## src/rtl/serial_adder_if.sv

```systemverilog
// ============================================================================
// serial_adder_if : start/busy/done handshake and operand/result bundle.
// Optional SERIAL_ADDER_SUB_EN adds the sub select.  Rev 1.0
// ============================================================================
`default_nettype none

interface serial_adder_if #(
    parameter int WIDTH = 8
);
    logic             start;
    logic [WIDTH-1:0] a;
    logic [WIDTH-1:0] b;
    logic             cin;
`ifdef SERIAL_ADDER_SUB_EN
    logic             sub;
`endif
    logic             busy;
    logic             done;
    logic [WIDTH-1:0] sum;
    logic             cout;
    logic             ovf;

`ifdef SERIAL_ADDER_SUB_EN
    modport master (output start, a, b, cin, sub, input busy, done, sum, cout, ovf);
    modport slave  (input start, a, b, cin, sub, output busy, done, sum, cout, ovf);
`else
    modport master (output start, a, b, cin, input busy, done, sum, cout, ovf);
    modport slave  (input start, a, b, cin, output busy, done, sum, cout, ovf);
`endif
endinterface

`default_nettype wire

```

## src/rtl/serial_adder.sv

```systemverilog
// ============================================================================
// serial_adder : multi-cycle adder, DIGIT bits per clock with registered carry.
// Optional feature macro: SERIAL_ADDER_SUB_EN (subtract select).  Rev 1.0
// ============================================================================
`default_nettype none

module serial_adder #(
    parameter int WIDTH = 8,
    parameter int DIGIT = 1
) (
    input  wire logic     clk,
    input  wire logic     rst,
    serial_adder_if.slave bus
);
    localparam int STEPS = WIDTH / DIGIT;
    localparam int CW    = $clog2(STEPS + 1);

    // Illegal geometry elaborates a module that does not exist.
    if ((WIDTH % DIGIT) != 0 || DIGIT < 1 || DIGIT > WIDTH) begin : g_bad_geometry
        serial_adder_width_must_be_multiple_of_digit u_bad_geometry ();
    end

    typedef enum logic [1:0] {
        S_IDLE = 2'd0,
        S_RUN  = 2'd1,
        S_DONE = 2'd2
    } state_t;

    state_t           r_state;
    logic [WIDTH-1:0] r_a;
    logic [WIDTH-1:0] r_b;
    logic [WIDTH-1:0] r_part;
    logic             r_carry;
    logic [CW-1:0]    r_cnt;
    logic             r_busy;
    logic             r_done;
    logic [WIDTH-1:0] r_sum;
    logic             r_cout;
    logic             r_ovf;

    logic [WIDTH-1:0]       w_b_in;
    logic                   w_c_in;
    logic [DIGIT:0]         w_step;
    logic                   w_cmsb;
    logic [WIDTH+DIGIT-1:0] w_cat;
    logic [WIDTH-1:0]       w_next_part;
    logic                   w_last;

`ifdef SERIAL_ADDER_SUB_EN
    // Subtraction is A + ~B + 1; cin is ignored in that mode.
    assign w_b_in = bus.sub ? ~bus.b : bus.b;
    assign w_c_in = bus.sub ? 1'b1 : bus.cin;
`else
    assign w_b_in = bus.b;
    assign w_c_in = bus.cin;
`endif

    assign w_step = {1'b0, r_a[DIGIT-1:0]} + {1'b0, r_b[DIGIT-1:0]}
                  + {{DIGIT{1'b0}}, r_carry};
    // Carry into the top bit of this digit; meaningful on the final step only.
    assign w_cmsb      = w_step[DIGIT-1] ^ r_a[DIGIT-1] ^ r_b[DIGIT-1];
    assign w_cat       = {w_step[DIGIT-1:0], r_part} >> DIGIT;
    assign w_next_part = w_cat[WIDTH-1:0];
    assign w_last      = (r_cnt == CW'(STEPS - 1));

    always_ff @(posedge clk or posedge rst) begin
        if (rst) begin
            r_state <= S_IDLE;
            r_a     <= '0;
            r_b     <= '0;
            r_part  <= '0;
            r_carry <= 1'b0;
            r_cnt   <= '0;
            r_busy  <= 1'b0;
            r_done  <= 1'b0;
            r_sum   <= '0;
            r_cout  <= 1'b0;
            r_ovf   <= 1'b0;
        end else begin
            r_done <= 1'b0;
            case (r_state)
                S_IDLE, S_DONE: begin
                    if (bus.start) begin
                        r_a     <= bus.a;
                        r_b     <= w_b_in;
                        r_carry <= w_c_in;
                        r_part  <= '0;
                        r_cnt   <= '0;
                        r_busy  <= 1'b1;
                        r_state <= S_RUN;
                    end else begin
                        r_state <= S_IDLE;
                    end
                end
                S_RUN: begin
                    r_a     <= r_a >> DIGIT;
                    r_b     <= r_b >> DIGIT;
                    r_part  <= w_next_part;
                    r_carry <= w_step[DIGIT];
                    r_cnt   <= r_cnt + CW'(1);
                    if (w_last) begin
                        r_sum   <= w_next_part;
                        r_cout  <= w_step[DIGIT];
                        r_ovf   <= w_cmsb ^ w_step[DIGIT];
                        r_done  <= 1'b1;
                        r_busy  <= 1'b0;
                        r_state <= S_DONE;
                    end
                end
                default: r_state <= S_IDLE;
            endcase
        end
    end

    assign bus.busy = r_busy;
    assign bus.done = r_done;
    assign bus.sum  = r_sum;
    assign bus.cout = r_cout;
    assign bus.ovf  = r_ovf;
endmodule

`default_nettype wire

```

## src/flat_wrapper.sv

```systemverilog
// flat-port wrapper written by rule: the top's interface ports become plain ports
module serial_adder_flat 
#(
    parameter int WIDTH = 8,
    parameter int DIGIT = 1
)
  (clk, rst, bus_start, bus_a, bus_b, bus_cin, bus_busy, bus_done, bus_sum, bus_cout, bus_ovf);
  serial_adder_if #(.WIDTH(WIDTH)) bus_i ();
  input  wire logic clk;
  input  wire logic rst;
  input wire logic [$bits(bus_i.start)-1:0] bus_start;
  input wire logic [$bits(bus_i.a)-1:0] bus_a;
  input wire logic [$bits(bus_i.b)-1:0] bus_b;
  input wire logic [$bits(bus_i.cin)-1:0] bus_cin;
  output wire logic [$bits(bus_i.busy)-1:0] bus_busy;
  output wire logic [$bits(bus_i.done)-1:0] bus_done;
  output wire logic [$bits(bus_i.sum)-1:0] bus_sum;
  output wire logic [$bits(bus_i.cout)-1:0] bus_cout;
  output wire logic [$bits(bus_i.ovf)-1:0] bus_ovf;
  assign bus_i.start = bus_start;
  assign bus_i.a = bus_a;
  assign bus_i.b = bus_b;
  assign bus_i.cin = bus_cin;
  assign bus_busy = bus_i.busy;
  assign bus_done = bus_i.done;
  assign bus_sum = bus_i.sum;
  assign bus_cout = bus_i.cout;
  assign bus_ovf = bus_i.ovf;
  serial_adder #(.WIDTH(WIDTH), .DIGIT(DIGIT)) u_core (.clk(clk), .rst(rst), .bus(bus_i));
endmodule
```

## config.mk

```make
export PLATFORM = sky130hd
export DESIGN_NAME = serial_adder_flat
export DESIGN_NICKNAME = d
export VERILOG_FILES = /design/src/rtl/serial_adder_if.sv /design/src/rtl/serial_adder.sv /design/src/flat_wrapper.sv
export SDC_FILE = /design/constraint.sdc
export NUM_CORES = 1
export LEC_CHECK = 0
export ABC_AREA = 1
export CORE_AREA = 2 2 97 71
export DETAILED_ROUTE_END_ITERATION = 16
export DIE_AREA = 0 0 99 73
export GPL_TIMING_DRIVEN = 0
export SLEW_MARGIN = 10
export SYNTH_ARGS = -nofsm -noshare
export SYNTH_HDL_FRONTEND = slang
export SYNTH_SLANG_ARGS = --single-unit
```

## constraint.sdc

```tcl
create_clock -name clk -period 1.6 [get_ports clk]
set_clock_uncertainty 0.15 [all_clocks]
set_input_delay 0.32 -clock clk [delete_from_list [all_inputs] [get_ports clk]]
set_output_delay 0.32 -clock clk [all_outputs]
set_load 0.01 [all_outputs]
```

Yosys cells after proc, flatten, opt, wreduce, memory -nomap -nowiden
Index checks and enable logic that the tools add are counted.
Word-level totals
  register bits: 43
  word-level logic and storage cells: 46
  output and inout bits: 12
Operators by class
  eq/ne operators: 5
  mux-type cells: 18
  add/sub/neg operators: 3
  bitwise logic cells: 3
  reduce and logical (&&, ||, !) cells: 6
Operators with widths (count)
  case mux 8 bit (2 select lines): 3
  2-to-1 mux 8 bit: 3
  case mux 4 bit (2 select lines): 1
  2-to-1 mux 1 bit: 6
  adder 4 x 1 -> 4 bit (second input constant): 1
  == test 4 x 3 -> 1 bit (second input constant): 1
  2-to-1 mux 4 bit: 1
  case mux 1 bit (2 select lines): 2
  case mux 2 bit (2 select lines): 1
  AND reduction 2 bit: 2
  AND reduction 3 bit: 1
  XOR 1 bit: 3
  adder 1 x 1 -> 2 bit: 1
  adder 2 x 1 -> 2 bit: 1
  == test 2 x 1 -> 1 bit (second input constant): 1
  == test 2 bit (second input constant): 1
  zero test 2 bit: 1
  2-to-1 mux 2 bit: 1
  != test 2 x 1 -> 1 bit (second input constant): 1
  != test 2 bit (second input constant): 1
  nonzero test 2 bit: 1
  OR reduction 2 bit: 1

Longest topological paths before layout
Gate-level depths: netlist of the first run.
  depth in word-level cells: 5
  mapped depth: 7
  depth with buffers taken out: 6

Least setup slack after synthesis of the first run
Ideal clock, no wire load.
  path type: register to register
  from: register u_core.r_carry
  to: register u_core.r_ovf (netlist: u_core.bus.ovf)
  data arrival time: 1.108 ns
  stages on the path, launching flop included: 5
  required time: 1.334 ns
  setup slack: 0.225 ns
  cell sequence: dfrtp_1 fa_1 xor2_1 nand2_1 nand2_1
RTL lines
  from (decl): line serial_adder.sv:33  | logic r_carry;
  from (signal assigned): line serial_adder.sv:86  | r_carry <= w_c_in;
  from (signal assigned): line serial_adder.sv:99  | r_carry <= w_step[DIGIT];
  adder 2 x 1 -> 2 bit: line serial_adder.sv:59  | + {{DIGIT{1'b0}}, r_carry};
  via u_core.w_step[1]: line serial_adder.sv:43  | logic [DIGIT:0] w_step;
  XOR 1 bit: line serial_adder.sv:104  | r_ovf <= w_cmsb ^ w_step[DIGIT];
  to (signal assigned): line serial_adder.sv:104
  to (decl): line serial_adder.sv:39  | logic r_ovf;
The timed path passes the listed nets, and every way through them passes these cells.
A chain may end at the register's enable or synchronous reset.

Worst setup path after layout of the first run
Same ends and word-level chain as after synthesis.

==> qor.txt, run 1 <==
CORE AREA: 6410 um^2
Max Root-Sink Buffers: 2
clock latency on the worst-skew pair: 0.30 ns
startpoint types: flop
flops & latches, synth: 42
HPWL after DPL: 2550 um
Min Hold Slack: 0.185 ns
Worst R2R End: u_core.bus.ovf
Post-DRT Antenna Nets: 0
number of global-route vias before repair: 1,387
port bufs: 31
DR vias: 1,439
Cell Pwr Density: 1780 nW/um^2
Ant. Diodes: 0
placed cell count: 341
Crit path largest cell delay: 0.50 ns
peak supply drop: 0.440 mV
outcome: completed
share of cells above drive strength 1: 9.29%
worst-path fanout max: 3
largest net degree at the start of global routing: 25
fmax: 686 MHz
TritonCTS Sinks: 42
final hold vios: 0
Root Buffer: clkbuf_8
Crit Path Class: flop to flop
most common cell after layout, fill and taps aside: nand2_1
Yosys Warn Count: 0
Routed wire per std cell: 10.2 um
I/O pins: 32
Crit path top cell by count: nand2_1
DRC: 0
setup_tns: 0 ns
RSZ-0062 raised after global routing: no
post-synthesis sequential area ratio: 57.0%
slew at the pin closest to its max-slew limit: 0.420 ns
Final Slew Violations: 0
Tcrit/Tclk final: 91.1%
CP delay by family, top: adder cells
H-Tree Depth: 2
FF-to-FF Start: u_core.r_carry
Arrival @ worst endpoint: 1.50 ns
die width: 99 um
final wirelength: 3560 um
Post-Synthesis Cell Area: 1840 um^2
Synth cell types: 19
Tmin final: 1.46 ns
r2r setup slk: 0.14 ns
worst-path cell chain: fa_1, xor2_1, nand2_1, nand2_1
nets: 290
row count: 25
HP Class: primary input to async pin
Via density: 4.11
syn avg cell area: 8.09 um^2
synthesized net count: 250
R2R depth: 4
CTS tree: done
CTS Buf Count: 5
drt first pass iters: 5
die area: 7230 um^2
initial DRC count: 76
most frequent cells in the layout: 124 x nand2_1, 42 x dfrtp_1, 26 x inv_1
gr usage total: 11.1%
Final Non-Filler Cells: 350
Req. time, crit path: 1.65 ns
routability congestion estimate: 0.759
leakage: 1.28 nW
slowest CP cell: fa_1
maxcap violations: 0
Area Overhead vs Synth: 28.4%
Cells after Synth: 228
slew margin rel.: 72.0%
Starting Density: 28.8%
global-route wire length before repair: 6270 um
initial antenna violation count: 0
Die Height: 73 um
WP buf/inv: 0
Reg clk slew, reported paths: 0.08 ns
nature of the critical path endpoint: flop
final setup vio count: 0
total gr overflow: 0
==> flip-flops by register name, indices dropped and copies added, names as in the netlist <==
signal	count
u_core.r_state	2
u_core.r_a	8
u_core.r_carry	1
u_core.bus.busy	1
u_core.r_cnt	4
u_core.bus.sum	8
u_core.bus.ovf	1
u_core.bus.cout	1
u_core.r_b	8
u_core.r_part	7
u_core.bus.done	1
==> area by class of cell <==
class                           count  area [um^2]
Clock buffer                        7         86.3
Timing Repair Buffer               33          323
Sequential cell                    42         1050
Fill cell                         672         4050
Tap cell                           81          101
Multi-Input combinational cell    151          651
Buffer                              7         45.0
Clock inverter                      1         5.00
Inverter                           28          105
==> worst max path at each step <==
stage | startpoint | endpoint | slack, ns | depth (start not counted)
detailed placement | bus_start | u_core.r_carry | -0.32 | 8
floorplan | rst | u_core.bus.busy | 0.16 | 1
global placement | rst | u_core.bus.sum[1] | -0.76 | 2
global route | u_core.r_cnt[0] | u_core.bus.sum[1] | 0.02 | 7
CTS | bus_start | u_core.r_a[4] | 0.02 | 8
finish | u_core.r_carry | u_core.bus.ovf | 0.14 | 4
==> worst register-to-register path: stages, from the launching register on <==
cell and delay, ns:
dfrtp_1 0.43, fa_1 0.51, xor2_1 0.17, nand2_1 0.07, nand2_1 0.04
==> synth_stat cells, drive strengths merged <==
master  instances  share of area [%]
a21oi           1               0.27
ha              1               0.68
buf             7                2.4
fa              1                1.1
xor2            1               0.47
inv            28                5.7
dfrtp          42                 57
nand3           4                1.1
o21ai           2               0.54
o22ai           6                2.0
nand2         127                 27
nand4           1               0.34
nor2            6                1.5
or2             1               0.34
==> logic make-up (layout without fill, tap and decap cells) <==
family                     count (synthesis)  in the layout  synth area share [%]
and+or+nand+nor                          139            139                  29.8
DFF                                       42             42                  57.0
buffers and inverters                     35             76                  8.14
AOI/OAI and AO/OA                          9              9                  2.85
adders and majority gates                  2              2                  1.76
xor gates and xnor gates                   1              1                 0.475
==> layer usage <==
metal  vias up  GRT usage [%]  part of all wire (%)
li1        757              -                     -
met5         -              0                     0
met3         5           4.21                   4.6
met1       656           14.4                    49
met2        21           17.2                    45
met4         0           4.11                   1.8
==> metrics by stage <==
step	utilization, %	setup WS (ns)	total power, mW	area, um^2
after detailed placement	35.5	-0.316	3.64	2280
after floorplan	-	0.156	3.00	1840
final	36.9	0.143	4.22	2370
after CTS	36.7	0.0172	4.26	2350
after global routing	36.9	0.0210	4.68	2370
after global placement	35.2	-0.762	3.59	2260
==> power by group <==
group          switching [mW]  internal, mW  total (mW)
sequential              0.285          1.53        1.82
clock                   0.358         0.348       0.707
combinational           0.980         0.720        1.70
total                    1.62          2.60        4.22
==> timing repair <==
item	in CTS	in global routing
hold buffers	0	0
resized for setup	12	2
setup buffers	0	1
setup endpoints to repair	12	16
Power figures use the tool's default switching activity.
==> inputs of run 2 (changes only) <==
--- a/config.mk
+++ b/config.mk
@@ -14,3 +14,4 @@
 export SYNTH_ARGS = -nofsm -noshare
 export SYNTH_HDL_FRONTEND = slang
 export SYNTH_SLANG_ARGS = --single-unit
+export TNS_END_PERCENT = 50
==> run 2 against run 1 <==
Setup slack about the same. Via count increased by 0.35%. Clock-buffer cell count unchanged.
==> qor.txt, run 2 (synthesis gave the netlist of run 1 again) <==
setup_tns: 0 ns
Cell Pwr Density: 1780 nW/um^2
clock network fraction of design power: 16.8%
HP Class: primary input to async pin
number of global-route vias before repair: 1,387
DR vias: 1,444
combinational share of power: 40.0%
initial antenna violation count: 0
Sw Ratio: 38.5%
Ant. Diodes: 0
final wirelength: 3550 um
Post-DRT Antenna Nets: 0
die width: 99 um
CTS Buf Count: 5
worst-path fanout max: 3
Crit Path Class: flop to flop
internal power: 2.59 mW
slew at the pin closest to its max-slew limit: 0.418 ns
die area: 7230 um^2
hold_buf cts: 0
fmax: 686 MHz
most common cell after layout, fill and taps aside: nand2_1
multi-input combinational cell area: 651 um^2
port bufs: 31
Crit path top cell by count: nand2_1
row count: 25
nets: 289
Arrival @ worst endpoint: 1.50 ns
slew margin rel.: 72.1%
CTS tree: done
HPWL after DPL: 2550 um
final hold vios: 0
Max Root-Sink Buffers: 2
H-Tree Depth: 2
Tcrit/Tclk final: 91.1%
Via density: 4.14
TritonCTS Sinks: 42
DRC: 0
routability congestion estimate: 0.759
final setup vio count: 0
leakage: 1.28 nW
Crit path largest cell delay: 0.50 ns
peak supply drop: 0.439 mV
largest net degree at the start of global routing: 25
Final Slew Violations: 0
setup bufs post-CTS: 0
most frequent cells in the layout: 124 x nand2_1, 42 x dfrtp_1, 26 x inv_1
worst-path cell chain: fa_1, xor2_1, nand2_1, nand2_1
FILL cells: 670
CORE AREA: 6410 um^2
post-CTS sizing: 12
Die Height: 73 um
Root Buffer: clkbuf_8
share of cells above drive strength 1: 8.96%
initial DRC count: 76
placed cell count: 341
total gr overflow: 0
Final Non-Filler Cells: 349
Req. time, crit path: 1.65 ns
outcome: completed
Starting Density: 28.8%
Tmin final: 1.46 ns
Area Overhead vs Synth: 28.0%
startpoint types: flop
Min Hold Slack: 0.184 ns
Reg clk slew, reported paths: 0.08 ns
Seq. cell area: 1050 um^2
nature of the critical path endpoint: flop
drt first pass iters: 6
slowest CP cell: fa_1
Routed wire per std cell: 10.2 um
global-route wire length before repair: 6270 um
part of the power in registers: 43.2%
gr usage total: 11.1%
clock latency on the worst-skew pair: 0.30 ns
maxcap violations: 0
I/O pins: 32
RSZ-0062 raised after global routing: no
total power draw: 4.21 mW
sw power: 1.62 mW
[run 2: cell types whose count changed in the layout (fill, tap and decap cells not counted), sizes merged]
cell,previous run,this run
buf,9,8
[run 2: worst paths after layout]
check,start,endpoint,slack [ns],depth (start not counted)
worst max-delay path,u_core.r_carry,u_core.bus.ovf,0.14,4
worst min-delay path,rst,u_core.r_b[0],0.18,2
worst max register to register,u_core.r_carry,u_core.bus.ovf,0.14,4
worst min register to register,u_core.r_part[1],u_core.bus.sum[0],0.32,2
max in group asynchronous,rst,u_core.r_a[3],0.65,3
min in group clk,u_core.r_part[1],u_core.bus.sum[0],0.32,2
[run 2: layer usage]
metal  GRT usage [%]  vias up  wire, um
li1                -      755         -
met1            14.4      659      1730
met2            17.2       25      1590
met5               0        -         0
met4            4.11        0        63
met3            4.21        5       166
[run 2: critical path: cells and delay by family (launching register included)]
kind                       cells  cell delay, ns
and+or+nand+nor                2            0.11
adders and majority gates      1            0.50
xor gates and xnor gates       1            0.17
DFF                            1            0.43
[run 2: layout make-up]
type                            count  share of cell area, %
Buffer                              7                   1.91
Clock buffer                        7                   3.66
Clock inverter                      1                  0.212
Inverter                           28                   4.45
Multi-Input combinational cell    151                   27.6
Sequential cell                    42                   44.5
Tap cell                           81                   4.29
Timing Repair Buffer               32                   13.4
[run 2: metrics by stage]
step                area, um^2  setup slack (ns)  util [%]
finish                    2360             0.143      36.8
global route              2360           0.00973      36.8
CTS                       2350            0.0172      36.7
detailed placement        2280            -0.316      35.5
global placement          2260            -0.762      35.2
floorplan                 1840             0.156         -
[run 2: power groups by stage]
stage / Clock, mW / Combinational, mW / Sequential (mW)
floorplan: 0 / 1.15 / 1.85
global placement: 0 / 1.77 / 1.83
detailed placement: 0 / 1.80 / 1.84
CTS: 0.729 / 1.71 / 1.82
global route: 0.778 / 1.99 / 1.89
finish: 0.706 / 1.68 / 1.82
==> inputs of run 3 (changes only) <==
--- a/config.mk
+++ b/config.mk
@@ -6,9 +6,9 @@
 export NUM_CORES = 1
 export LEC_CHECK = 0
 export ABC_AREA = 1
-export CORE_AREA = 2 2 97 71
+export CORE_AREA = 2 2 82 84
 export DETAILED_ROUTE_END_ITERATION = 16
-export DIE_AREA = 0 0 99 73
+export DIE_AREA = 0 0 84 86
 export GPL_TIMING_DRIVEN = 0
 export SLEW_MARGIN = 10
 export SYNTH_ARGS = -nofsm -noshare
==> run 3 against run 2 <==
Sequential power hardly changed. Combinational power hardly changed. Non-clock buffer count stayed put. Clock-buffer cell count stayed put. Total power is 3.0% higher. Final cell count is 1.1% lower. Sequential cell count stayed put. Sequential share of layout area is 0.11 points lower. Critical path type is now primary input to flop. Largest cell class unchanged.
==> qor.txt, run 3 (synthesis gave the netlist of run 1 again) <==
final hold vios: 0
die width: 84 um
gr usage total: 11.2%
internal power: 2.70 mW
Tmin final: 1.48 ns
initial antenna violation count: 0
worst-path cell chain: clkdlybuf4s50_1, inv_1, nor2_4, buf_4, nand2_1, nand2_1, inv_1, nand2_1
RSZ-0062 raised after global routing: no
pre-CTS setup slack: -0.295 ns
routability congestion estimate: 0.712
Min Hold Slack: 0.0775 ns
H-Tree Depth: 2
global-route wire length before repair: 6230 um
number of global-route vias before repair: 1,417
FILL cells: 682
Crit path top cell by count: nand2_1
Area Overhead vs Synth: 28.4%
Root Buffer: clkbuf_8
setup_tns: 0 ns
most frequent cells in the layout: 124 x nand2_1, 41 x dfrtp_1, 26 x inv_1
Max Root-Sink Buffers: 2
slew at the pin closest to its max-slew limit: 0.226 ns
sw power: 1.63 mW
clock latency on the worst-skew pair: 0.30 ns
CTS Buf Count: 5
Final Util: 37.7%
initial DRC count: 45
Final Slew Violations: 0
worst-path fanout max: 10
die area: 7220 um^2
share of cells above drive strength 1: 8.58%
Die Height: 86 um
Req. time, crit path: 1.68 ns
Via density: 4.25
HP Class: primary input to async pin
port bufs: 31
startpoint types: primary input
Reg clk slew, reported paths: 0.08 ns
Post-DRT Antenna Nets: 0
Sw Ratio: 37.7%
slew margin rel.: 84.9%
Crit path largest cell delay: 0.52 ns
TritonCTS Sinks: 42
CORE AREA: 6280 um^2
Cell Pwr Density: 1830 nW/um^2
clock network fraction of design power: 19.1%
Starting Density: 29.4%
Final Non-Filler Cells: 345
HPWL after DPL: 2560 um
row count: 29
nets: 289
final worst slack: 0.124 ns
fmax: 678 MHz
maxcap violations: 0
drt first pass iters: 4
final wirelength: 3710 um
leakage: 1.28 nW
most common cell after layout, fill and taps aside: nand2_1
Routed wire per std cell: 10.7 um
outcome: completed
DR vias: 1,465
Arrival @ worst endpoint: 1.56 ns
Tcrit/Tclk final: 92.2%
part of the power in registers: 42.0%
DRC: 0
CTS tree: done
peak supply drop: 0.734 mV
total gr overflow: 0
Ant. Diodes: 0
final setup vio count: 0
setup bufs post-CTS: 0
combinational share of power: 38.9%
Crit Path Class: primary input to flop
nature of the critical path endpoint: flop
I/O pins: 32
placed cell count: 337
largest net degree at the start of global routing: 36
slowest CP cell: clkdlybuf4s50_1
-- run 3: worst paths after layout --
kind | startpoint | end | slack, ns | depth (start not counted)
worst max-delay path | bus_start | u_core.r_carry | 0.12 | 8
worst min-delay path | rst | u_core.bus.done | 0.08 | 2
worst max register to register | u_core.r_cnt[0] | u_core.bus.sum[4] | 0.14 | 7
worst min register to register | u_core.r_part[4] | u_core.bus.sum[3] | 0.32 | 2
max in group asynchronous | rst | u_core.r_cnt[0] | 0.77 | 3
min in group clk | u_core.r_part[4] | u_core.bus.sum[3] | 0.32 | 2
-- run 3: cell type report --
cell class / count / area (um^2) / area share, %
tap: 77 / 96.3 / 4.07
clock inverter: 1 / 30.0 / 1.27
sequential: 42 / 1050 / 44.4
buffer: 7 / 45.0 / 1.90
inverter: 28 / 105 / 4.44
multi-input combinational: 151 / 648 / 27.4
timing repair buffer: 32 / 315 / 13.3
clock buffer: 7 / 76.3 / 3.22
-- run 3: routing by layer --
metal | wire length, um | part of all wire [%] | vias to the layer above | track usage (%)
met3 | 181 | 4.9 | 9 | 3.46
met4 | 78 | 2.1 | 0 | 5.43
met2 | 1720 | 46 | 33 | 18.0
li1 | - | - | 752 | -
met1 | 1730 | 47 | 671 | 13.7
met5 | 0 | 0 | - | 0
-- run 3: power groups by stage --
| stage | clock network, mW | logic [mW] | registers [mW] |
|---|---|---|---|
| after global placement | 0 | 1.74 | 1.82 |
| after floorplan | 0 | 1.15 | 1.85 |
| after CTS | 0.851 | 1.73 | 1.82 |
| after global routing | 0.891 | 1.94 | 1.89 |
| final | 0.828 | 1.69 | 1.82 |
| after detailed placement | 0 | 1.81 | 1.84 |
-- run 3: per-stage QoR --
stage          total power [mW]  area [um^2]
2_1_floorplan              3.00         1840
3_3_place_gp               3.57         2250
3_5_place_dp               3.65         2270
4_1_cts                    4.41         2370
5_1_grt                    4.72         2370
6_report                   4.33         2370
-- run 3: critical path, delay by kind of cell --
kind	cells	cell delay, ns
buffers and inverters	4	0.85
AND/OR/NAND/NOR	4	0.38
-- run 3: timing repair --
item                                    in CTS  in global routing
hold buffers                                 0                  0
resized for setup                           13                  1
endpoints found under the setup margin      13                  4
